`config.mk`:
```
export PLATFORM = sky130hd
export DESIGN_NAME = jedro_1_clint
export DESIGN_NICKNAME = d
export VERILOG_FILES = /design/src/rtl/jedro_1_clint.sv
export SDC_FILE = /design/constraint.sdc
export NUM_CORES = 1
export LEC_CHECK = 0
export CAP_MARGIN = 20
export CORE_UTILIZATION = 45
export CTS_BUF_LIST = sky130_fd_sc_hd__clkbuf_4 sky130_fd_sc_hd__clkbuf_8
export CTS_CLUSTER_SIZE = 30
export DETAILED_ROUTE_END_ITERATION = 7
export GPL_TIMING_DRIVEN = 0
export PLACE_DENSITY = 0.72
export SYNTH_ARGS = -nofsm -noshare
export SYNTH_HDL_FRONTEND = slang
export SYNTH_SLANG_ARGS = --single-unit
```
`constraint.sdc`:
```
create_clock -name clk_i -period 11.1 [get_ports clk_i]
set_input_delay 2.22 -clock clk_i [delete_from_list [all_inputs] [get_ports clk_i]]
set_output_delay 2.22 -clock clk_i [all_outputs]
set_load 0.02 [all_outputs]
```
`src/rtl/jedro_1_clint.sv`:
```
// Core-local interruptor for a single hart: memory-mapped mtime/mtimecmp timer and msip
// software-interrupt register, exposed as a zero-wait-state data-bus slave.
module jedro_1_clint #(
    parameter int unsigned DATA_WIDTH = 32,
    parameter int unsigned TICK_DIV   = 1
) (
    input  logic                    clk_i,
    input  logic                    rstn_i,
    input  logic                    req_i,
    input  logic                    we_i,
    input  logic [15:0]             addr_i,
    input  logic [DATA_WIDTH-1:0]   wdata_i,
    input  logic [3:0]              be_i,
    output logic                    rvalid_o,
    output logic [DATA_WIDTH-1:0]   rdata_o,
    output logic                    err_o,
    output logic                    timer_irq_o,
    output logic                    sw_irq_o
);
    localparam int unsigned PRESC_W = 16;
    localparam int unsigned TIME_W  = 64;
    localparam logic [15:0] ADDR_MSIP   = 16'h0000;
    localparam logic [15:0] ADDR_CMP_LO = 16'h4000;
    localparam logic [15:0] ADDR_CMP_HI = 16'h4004;
    localparam logic [15:0] ADDR_MT_LO  = 16'hBFF8;
    localparam logic [15:0] ADDR_MT_HI  = 16'hBFFC;
    localparam logic [PRESC_W-1:0] PRESC_LAST = PRESC_W'(TICK_DIV - 1);

    logic [TIME_W-1:0]     r_mtime;
    logic [TIME_W-1:0]     r_mtimecmp;
    logic                  r_msip;
    logic [PRESC_W-1:0]    r_presc;

    logic                  w_sel_msip, w_sel_cmp_lo, w_sel_cmp_hi, w_sel_mt_lo, w_sel_mt_hi;
    logic                  w_mapped, w_wr, w_tick;
    logic [TIME_W-1:0]     w_mtime_nxt;
    logic [TIME_W-1:0]     w_mtimecmp_nxt;
    logic                  w_msip_nxt;
    logic [PRESC_W-1:0]    w_presc_nxt;
    logic [DATA_WIDTH-1:0] w_rdata;

    function automatic logic [31:0] f_merge(input logic [31:0] old_v,
                                            input logic [31:0] new_v,
                                            input logic [3:0]  be);
        logic [31:0] res;
        for (int b = 0; b < 4; b++) begin
            res[8*b +: 8] = be[b] ? new_v[8*b +: 8] : old_v[8*b +: 8];
        end
        return res;
    endfunction

    // Address decode; exact-match compares also reject misaligned offsets.
    always_comb begin
        w_sel_msip   = (addr_i == ADDR_MSIP);
        w_sel_cmp_lo = (addr_i == ADDR_CMP_LO);
        w_sel_cmp_hi = (addr_i == ADDR_CMP_HI);
        w_sel_mt_lo  = (addr_i == ADDR_MT_LO);
        w_sel_mt_hi  = (addr_i == ADDR_MT_HI);
        w_mapped     = w_sel_msip | w_sel_cmp_lo | w_sel_cmp_hi | w_sel_mt_lo | w_sel_mt_hi;
        w_wr         = req_i & we_i & w_mapped;
    end

    // Next-state for timer, compare, msip and prescaler; a bus write to mtime beats the tick.
    always_comb begin
        w_tick         = (r_presc == PRESC_LAST);
        w_presc_nxt    = w_tick ? '0 : r_presc + PRESC_W'(1);
        w_msip_nxt     = r_msip;
        w_mtimecmp_nxt = r_mtimecmp;
        w_mtime_nxt    = w_tick ? r_mtime + TIME_W'(1) : r_mtime;

        if (w_wr && w_sel_msip && be_i[0]) begin
            w_msip_nxt = wdata_i[0];
        end
        if (w_wr && w_sel_cmp_lo) begin
            w_mtimecmp_nxt[31:0] = f_merge(r_mtimecmp[31:0], wdata_i, be_i);
        end
        if (w_wr && w_sel_cmp_hi) begin
            w_mtimecmp_nxt[63:32] = f_merge(r_mtimecmp[63:32], wdata_i, be_i);
        end
        if (w_wr && w_sel_mt_lo) begin
            w_mtime_nxt = {r_mtime[63:32], f_merge(r_mtime[31:0], wdata_i, be_i)};
        end
        if (w_wr && w_sel_mt_hi) begin
            w_mtime_nxt = {f_merge(r_mtime[63:32], wdata_i, be_i), r_mtime[31:0]};
        end
    end

    // Read mux returns pre-update register contents.
    always_comb begin
        w_rdata = '0;
        if (w_sel_msip) begin
            w_rdata = DATA_WIDTH'(r_msip);
        end else if (w_sel_cmp_lo) begin
            w_rdata = r_mtimecmp[31:0];
        end else if (w_sel_cmp_hi) begin
            w_rdata = r_mtimecmp[63:32];
        end else if (w_sel_mt_lo) begin
            w_rdata = r_mtime[31:0];
        end else if (w_sel_mt_hi) begin
            w_rdata = r_mtime[63:32];
        end
    end

    always_ff @(posedge clk_i or negedge rstn_i) begin
        if (!rstn_i) begin
            r_mtime     <= '0;
            r_mtimecmp  <= '1;
            r_msip      <= 1'b0;
            r_presc     <= '0;
            rvalid_o    <= 1'b0;
            rdata_o     <= '0;
            err_o       <= 1'b0;
            timer_irq_o <= 1'b0;
            sw_irq_o    <= 1'b0;
        end else begin
            r_mtime     <= w_mtime_nxt;
            r_mtimecmp  <= w_mtimecmp_nxt;
            r_msip      <= w_msip_nxt;
            r_presc     <= w_presc_nxt;
            rvalid_o    <= req_i;
            rdata_o     <= (req_i && !we_i && w_mapped) ? w_rdata : '0;
            err_o       <= req_i & ~w_mapped;
            timer_irq_o <= (w_mtime_nxt >= w_mtimecmp_nxt);
            sw_irq_o    <= r_msip;
        end
    end
endmodule

```
==> results.ini, run 1 <==
[global_route]
grt_util_met1 = 0.398
antenna_found_initial = 0
grt-busiest-layer = met2
grt_pass1_vias = 10500
grtUsageTotal = 0.284
grt_max_degree = 101
grt_pass1_wl_mm = 60.6
use_met3 = 0.0504
use_met2 = 0.444
overflow = 0

[final_layout]
register_area_um2 = 4610
antenna_cells = 0
fin_util = 0.527
multi_input_area_um2 = 7080
area_growth_syn_to_layout_pct = 14.4
layout.nets = 1448
layout-drive-gt1-share = 0.172
fillers = 2353

[worst_setup_path]
cp_common_cell = a21o_1
slowest_stage = nor4_2
cp_top_family = simple AND/OR/NAND/NOR gates
cp-end-kind = flip-flop
critical_path_class = in2reg
path_cells = clkdlybuf4s50_1 -> nand4b_1 -> nor4_2 -> buf_2 -> nand2_1 -> clkbuf_1 -> nand3_1 -> a21oi_1 -> or2_1 -> ha_1 -> nand2b_1 -> a2111o_1 -> a221oi_1 -> o41ai_1 -> a21o_1 -> a21o_1
ff2ff_path_depth = 14
cp_slowest_stage_delay_ns = 0.65
path_depth = 16
crit_arrival_ns = 7.46
worst-path-buf-inv = 3
cp-start-kind = input pin
cp.required_ns = 11.47
crit_fanout = 10

[routing]
drtPass1Iterations = 8
drtAntennaViolNets = 0
vias_per_cell = 6.42
wl_per_cell_um = 23.1
drc_errors = 9
drt_first_iter_violations = 1243
vias = 10700
drt-total-wl_mm = 38.6

[outcome]
violations = design-rule violations
outcome = complete, but fails checks

[yosys]
synth-seq-area-share = 0.382
synth_edf_count = 0
yosysWarnings = 0
synth_area_um2 = 12100
async_flop_share = 1.00
synthTopCellsByArea = dfrtp_1, dfstp_2, mux2i_1, ha_1, mux2_2
syn_nets = 1339
ys_types = 83
yosysTopAreaCellShare = 0.243
yosys.area.top_type = dfrtp_1
syn-mean-instance-area_um2 = 9.92
syn_inst = 1216
synthFlopType = dfrtp_1
ys_seq_elements = 181

[clock_network]
cts_root_buf = clkbuf_8
postCtsHoldBufs = 0
cts_buffer_depth = 2
h-tree-depth = 4
post_cts_buffers = 0
clk_latency_ns = 0.49
numCtsBuffers = 17
cts_tree = yes
clk_pin_slew_ns = 0.10
clock_sinks = 181
cts-resized-gates = 0

[sta]
min_period_over_period = 0.639
fin_skew_ns = 0.0141
setup_viol = 0
final_hold_viol_count = 0
slew_headroom = 0.284
worst_slew_pin_slew_ns = 1.07
fmax_ghz = 0.141
rsz0062_at_grt = false
finalCriticalPeriod_ns = 7.09
final.setup.tns_ns = 0
slew_violations = 0

[hold_path]
whs_path_depth = 0
hold_path.class = reg2reg

[floorplanning]
start_util = 0.460
io_pins = 92
die_area_um2 = 27500
core-area_um2 = 26200
die_w_um = 166
dieHeight_um = 166
placementRows = 59

[power]
power_density_nw_per_um2 = 91.7
power_mw = 1.27
ir_worst_vdd_mv = 0.0644
p_leak_nw = 6.08

[place]
hpwl_mm = 28.7
port_buffers = 87
place.gp.congestion = 1.00

[flow_run]
maxCapViolations = 0

-- state kept, by name (all words and copies together), names as in the netlist --
register and count:
err_o 1, r_msip 1, r_mtime 64, r_mtimecmp 64, r_presc 16, rdata_o 32
rvalid_o 1, sw_irq_o 1, timer_irq_o 1
-- per-stage QoR --
step / hold slack [ns] / std cells / setup WS, ns / instance area [um^2]
3_5_place_dp: 0.402 / 1641 / 3.65 / 13400
4_1_cts: 0.411 / 1673 / 4.15 / 13800
3_3_place_gp: 0.410 / 1638 / 0.414 / 13400
2_1_floorplan: 0.370 / 1216 / 5.72 / 12100
5_1_grt: 0.432 / 1673 / 3.93 / 13800
6_report: 0.411 / 1673 / 4.01 / 13800
-- power by group --
part	internal, mW	total [mW]	switching [mW]
Clock	0.211	0.474	0.263
Combinational	0.0467	0.114	0.0677
Sequential	0.667	0.677	0.00984
-- cells by family after synthesis --
family          after synthesis  synth area share
simple gates                388             0.172
compound gates              283             0.162
mux                         200             0.173
flops                       181             0.382
buf+inv                      83            0.0309
fa+ha+maj                    67            0.0695
xor+xnor                     14            0.0102
-- worst reg2reg max path, delay by kind of cell, from the launching register on --
kind / cells / cell delay, ns
simple gates: 6 / 2.18
compound gates: 5 / 1.67
flops: 1 / 0.45
fa+ha+maj: 2 / 0.32
buf+inv: 1 / 0.08
-- worst paths after layout --
kind	start	slack [ns]	end
max in group asynchronous	rstn_i	8.45	r_mtimecmp[17]
hold / removal	r_msip	0.41	sw_irq_o
setup reg to reg	r_presc[0]	6.32	timer_irq_o
hold reg to reg	r_msip	0.41	sw_irq_o
min in group asynchronous	rstn_i	1.75	r_presc[8]
setup / recovery	addr_i[14]	4.01	timer_irq_o
-- metal layers --
metal  vias up  share of wire
li1       4850              -
met2       550           0.44
met1      5233           0.44
met4         0          0.031
met5         -              0
met3       102          0.085
-- cells in the final DEF (no fill, tap or decap), types with 9 or more instances in the layout --
cell	synthesis	final
and4_1	13	13
mux2_2	68	68
and3_1	15	15
inv_1	24	24
a21oi_1	84	84
o22a_1	37	37
nor3_1	14	14
a21o_1	14	14
mux2i_1	132	132
nor4_1	12	12
a211o_1	9	9
dfrtp_1	117	117
nand2_2	9	9
ha_1	67	67
dfstp_2	64	64
o22ai_1	17	17
nand2_1	70	70
nor2_1	101	101
o21ai_0	33	33
and2_1	10	10
buf_4	9	9
buf_2	10	11
xnor2_1	12	12
o41ai_1	9	9
clkbuf_1	35	35
a2bb2oi_1	10	10
or3_1	9	9
nand4_1	40	40
nand3_1	54	54
clkbuf_8	0	18
clkdlybuf4s50_1	0	86
-- Yosys cell counts, types with 4 or more instances --
| cell | n |
|---|---|
| nor4_2 | 5 |
| nand4_1 | 40 |
| clkbuf_1 | 35 |
| o41ai_1 | 9 |
| nor2_1 | 101 |
| a21o_1 | 14 |
| buf_4 | 9 |
| a21oi_1 | 84 |
| a211o_1 | 9 |
| nand2_2 | 9 |
| nor4_1 | 12 |
| ha_1 | 67 |
| a31oi_1 | 6 |
| nor3_1 | 14 |
| xnor2_1 | 12 |
| dfstp_2 | 64 |
| or2_2 | 5 |
| and4_1 | 13 |
| and2_1 | 10 |
| nand2_1 | 70 |
| o21ai_0 | 33 |
| inv_1 | 24 |
| o31ai_1 | 7 |
| a2bb2oi_1 | 10 |
| a221oi_1 | 5 |
| mux2_2 | 68 |
| or3_1 | 9 |
| a311oi_1 | 4 |
| and3_1 | 15 |
| nand2b_1 | 5 |
| buf_2 | 10 |
| o22a_1 | 37 |
| mux2i_1 | 132 |
| o21a_1 | 6 |
| dfrtp_1 | 117 |
| nand3_1 | 54 |
| a211oi_1 | 7 |
| o22ai_1 | 17 |
-- final cells by class --
type,count,area share
plain buffers,59,0.0205
clock buffers,19,0.0185
clock inverters,13,0.0104
inverters,24,0.00653
multi-input cells,952,0.513
flip-flops and latches,181,0.334
well taps,335,0.0304
repair buffers,90,0.0666
(Power assumes the default switching activity.)
==> run 2, diff against run 1 <==
- PLACE_DENSITY: 0.72 -> 0.75
- clock period: 11.1 -> 6.3 ns (I/O delays scaled with it)
==> results.ini, run 2 (synthesized netlist as in run 1, its figures left out) <==
[global_route]
grtUsageTotal = 0.282
antenna_found_initial = 0
grt_pass1_wl_mm = 60.5
grt_max_degree = 96
grt_pass1_vias = 10600
overflow = 0

[floorplanning]
io_pins = 92
placementRows = 59
die_w_um = 166
dieHeight_um = 166
core-area_um2 = 26200
start_util = 0.460
die_area_um2 = 27500

[worst_setup_path]
crit_arrival_ns = 6.36
cp.required_ns = 6.68
crit_fanout = 10
critical_path_class = in2reg
cp-end-kind = flip-flop
cp-start-kind = input pin

[clock_network]
cts_root_buf = clkbuf_8
post_cts_buffers = 0
clock_sinks = 181
clk_latency_ns = 0.48
h-tree-depth = 4
numCtsBuffers = 17
clk_pin_slew_ns = 0.11
postCtsHoldBufs = 0
cts_buffer_depth = 2
cts-resized-gates = 0
cts_tree = yes

[final_layout]
layout-drive-gt1-share = 0.171
area_growth_syn_to_layout_pct = 14.2
final_area_um2 = 13800
layout_commonest_cell = mux2i_1
fin_util = 0.525
antenna_cells = 0
final_cell_mix = mux2i_1, dfrtp_1, nor2_1
final_cell_count_no_fill = 1672
layout.nets = 1447
reg.largest.list = r_mtime x64, r_mtimecmp x64, rdata_o x32
multi_input_area_um2 = 7080
register_area_um2 = 4610
fillers = 2348

[sta]
slew_headroom = 0.207
slew_violations = 0
worst_slew_pin_slew_ns = 1.19
setup_viol = 0
min_period_over_period = 0.950
finalCriticalPeriod_ns = 5.98
final.setup.tns_ns = 0
fmax_ghz = 0.167
rsz0062_at_grt = false
finalHoldWorstSlack_ns = 0.436
final_hold_viol_count = 0
timing.final.ws_setup_ns = 0.317
fin_skew_ns = 0.0153

[place]
dp.cells = 1640
port_buffers = 87
place.gp.congestion = 1.00
place_area_um2 = 13400
pre_cts_ws_ns = -0.0573
hpwl_mm = 28.8

[routing]
vias_per_cell = 6.52
vias = 10900
drtAntennaViolNets = 0
drc_errors = 12
wl_per_cell_um = 23.2
drtPass1Iterations = 8
drt_first_iter_violations = 1416
drt-total-wl_mm = 38.8

[outcome]
violations = design-rule violations
outcome = complete, but fails checks

[power]
power_mw = 2.20
power_density_nw_per_um2 = 160
ir_worst_vdd_mv = 0.117
p_leak_nw = 6.07

[flow_run]
maxCapViolations = 0

[hold_path]
hold_path.class = reg2reg

[run 2: cell types whose count changed in the layout (fill, tap and decap cells not counted), sizes merged]
cell | before | now
bufinv | 2 | 1
clkbuf | 54 | 52
inv | 28 | 31
buf | 28 | 27
[run 2: report_power, final]
part / internal (mW) / switching (mW)
sequential: 1.17 / 0.0174
combinational: 0.0825 / 0.121
clock: 0.325 / 0.479
total: 1.58 / 0.617
[run 2: worst max-delay path, cell delays in order]
cell	delay, ns
clkdlybuf4s50_1	0.53
nand4b_1	0.28
nor4_2	0.65
buf_2	0.42
nand2_1	0.27
clkbuf_1	0.38
nand3_1	0.19
a21oi_1	0.09
or2_1	0.25
ha_1	0.28
nand2b_1	0.14
a2111o_1	0.41
a221oi_1	0.57
o41ai_1	0.20
a21o_1	0.24
a21o_1	0.17
[run 2: per-layer routing]
metal,GRT usage,share of wire
met2,0.446,0.45
met3,0.0581,0.084
met5,0,0
met4,0.0959,0.030
met1,0.384,0.43
[run 2: layout make-up]
| type | count | area share |
|---|---|---|
| plain buffers | 59 | 0.0205 |
| clock buffers | 17 | 0.0170 |
| clock inverters | 15 | 0.0107 |
| inverters | 24 | 0.00654 |
| multi-input cells | 952 | 0.514 |
| flip-flops and latches | 181 | 0.335 |
| well taps | 335 | 0.0304 |
| repair buffers | 89 | 0.0660 |
[run 2: worst paths after layout]
check | from | end | slack, ns | cells after the start
max | addr_i[14] | timer_irq_o | 0.32 | 16
min | r_msip | sw_irq_o | 0.44 | 0
max reg2reg | r_presc[0] | timer_irq_o | 1.60 | 14
min reg2reg | r_msip | sw_irq_o | 0.44 | 0
max in group asynchronous | rstn_i | r_mtimecmp[16] | 4.62 | 2
min in group asynchronous | rstn_i | r_presc[9] | 0.75 | 1
==> run 3, diff against run 2 <==
- CTS_CLUSTER_DIAMETER: unset -> 120
- MAX_ROUTING_LAYER: unset -> met4
- SKIP_LAST_GASP: unset -> 1
==> results.ini, run 3 (synthesized netlist as in run 1, its figures left out) <==
[place]
hpwl_mm = 28.7
port_buffers = 87
place.gp.congestion = 1.02
dp.cells = 1640

[worst_setup_path]
critical_path_class = in2reg
slowest_stage = nor4_2
cp-start-kind = input pin
path_cells = clkdlybuf4s50_1 -> nand4b_1 -> nor4_2 -> buf_2 -> nand2_1 -> clkbuf_1 -> nand3_1 -> a21oi_1 -> or2_1 -> ha_1 -> nand2b_1 -> a2111o_1 -> a221oi_1 -> o41ai_1 -> a21o_1 -> a21o_1
cp-end-kind = flip-flop
cp_common_cell = a21o_1
cp.required_ns = 6.69
crit_arrival_ns = 6.57
ff2ff_path_depth = 14
cp_slowest_stage_delay_ns = 0.65
crit_fanout = 10

[routing]
wl_per_cell_um = 23.3
vias_per_cell = 6.45
drc_errors = 12
drt_first_iter_violations = 1280
drtPass1Iterations = 8
vias = 10800
drt-total-wl_mm = 38.9
drtAntennaViolNets = 0

[floorplanning]
io_pins = 92
core-area_um2 = 26200
die_area_um2 = 27500
start_util = 0.460
dieHeight_um = 166
placementRows = 59
die_w_um = 166

[global_route]
overflow = 0
use_met2 = 0.441
grt-busiest-layer = met2
grt_max_degree = 102
grtUsageTotal = 0.293
grt_pass1_vias = 10500
use_met3 = 0.0612
antenna_found_initial = 0
grt_util_met1 = 0.390
grt_pass1_wl_mm = 60.7

[power]
p_seq_frac = 0.532
p_switching_mw = 0.619
switching_share = 0.276
power_density_nw_per_um2 = 162
pwr-share-clk = 0.378
p_leak_nw = 6.08
ir_worst_vdd_mv = 0.113
p_comb_frac = 0.090
internal_power_mw = 1.62

[sta]
worst_slew_pin_slew_ns = 1.26
setup_viol = 0
rsz0062_at_grt = false
fmax_ghz = 0.162
slew_violations = 0
finalCriticalPeriod_ns = 6.19
min_period_over_period = 0.982
final_hold_viol_count = 0
slew_headroom = 0.156
fin_skew_ns = 0.0174

[final_layout]
area_growth_syn_to_layout_pct = 14.3
antenna_cells = 0
layout_commonest_cell = mux2i_1
final_cell_mix = mux2i_1, dfrtp_1, nor2_1
reg.largest.list = r_mtime x64, r_mtimecmp x64, rdata_o x32
final_cell_count_no_fill = 1672
layout-drive-gt1-share = 0.171
fin_util = 0.526
layout.nets = 1447

[clock_network]
clk_latency_ns = 0.50
cts_buffer_depth = 2
h-tree-depth = 4
numCtsBuffers = 17
postCtsHoldBufs = 0
clk_pin_slew_ns = 0.11
clock_sinks = 181
cts-resized-gates = 0
cts_root_buf = clkbuf_8
cts_tree = yes
post_cts_buffers = 0

[hold_path]
hold_path.class = reg2reg
whs_path_depth = 0

[flow_run]
maxCapViolations = 0

[outcome]
outcome = complete, but fails checks
violations = design-rule violations

## run 3: cell types whose count changed in the layout (fill, tap and decap cells not counted)
cell       before  now
bufinv_16       1    2
clkinv_4        3    2
## run 3: power by group through the flow
stage	logic (mW)	registers [mW]	clock network [mW]
floorplan	0.0900	1.21	0
global placement	0.194	1.21	0
finish	0.201	1.19	0.846
CTS	0.201	1.19	0.859
detailed placement	0.200	1.21	0
global route	0.218	1.19	0.902
## run 3: through the flow
stage          worst slack (ns)  hold slack, ns  total power, mW  TNS [ns]  area (um^2)
2_1_floorplan              1.88           0.370             1.30         0        12100
3_3_place_gp              -3.39           0.400             1.41   -463.63        13400
6_report                  0.113           0.424             2.24         0        13800
4_1_cts                   0.290           0.413             2.25         0        13800
5_1_grt                  0.0831           0.437             2.31         0        13800
3_5_place_dp             -0.206           0.408             1.41    -0.206        13400
## run 3: final timing paths
path	start	to	slack (ns)
min	r_msip	sw_irq_o	0.42
max reg2reg	r_presc[0]	timer_irq_o	1.64
max	addr_i[14]	timer_irq_o	0.11
min reg2reg	r_msip	sw_irq_o	0.42
max in group asynchronous	rstn_i	r_mtimecmp[17]	4.64
min in group asynchronous	rstn_i	r_presc[9]	0.72
## run 3: critical path, delay by kind of cell
kind / cells / cell delay, ns
simple gates: 6 / 1.81
compound gates: 6 / 1.79
buf+inv: 3 / 1.42
fa+ha+maj: 1 / 0.28
## run 3: metal layers
metal / share of wire / routed length, um / up-vias
met1: 0.43 / 16600 / 5256
li1: - / - / 4861
met2: 0.45 / 17400 / 571
met4: 0.031 / 1210 / 0
met5: 0 / 0 / -
met3: 0.094 / 3660 / 91
## run 3: final cells by class
| type | count | area (um^2) |
|---|---|---|
| Timing Repair Buffer | 89 | 908 |
| Clock inverter | 15 | 169 |
| Buffer | 59 | 283 |
| Clock buffer | 17 | 234 |
| Sequential cell | 181 | 4610 |
| Fill cell | 2343 | 12400 |
| Inverter | 24 | 90.1 |
| Tap cell | 335 | 419 |
| Multi-Input combinational cell | 952 | 7080 |
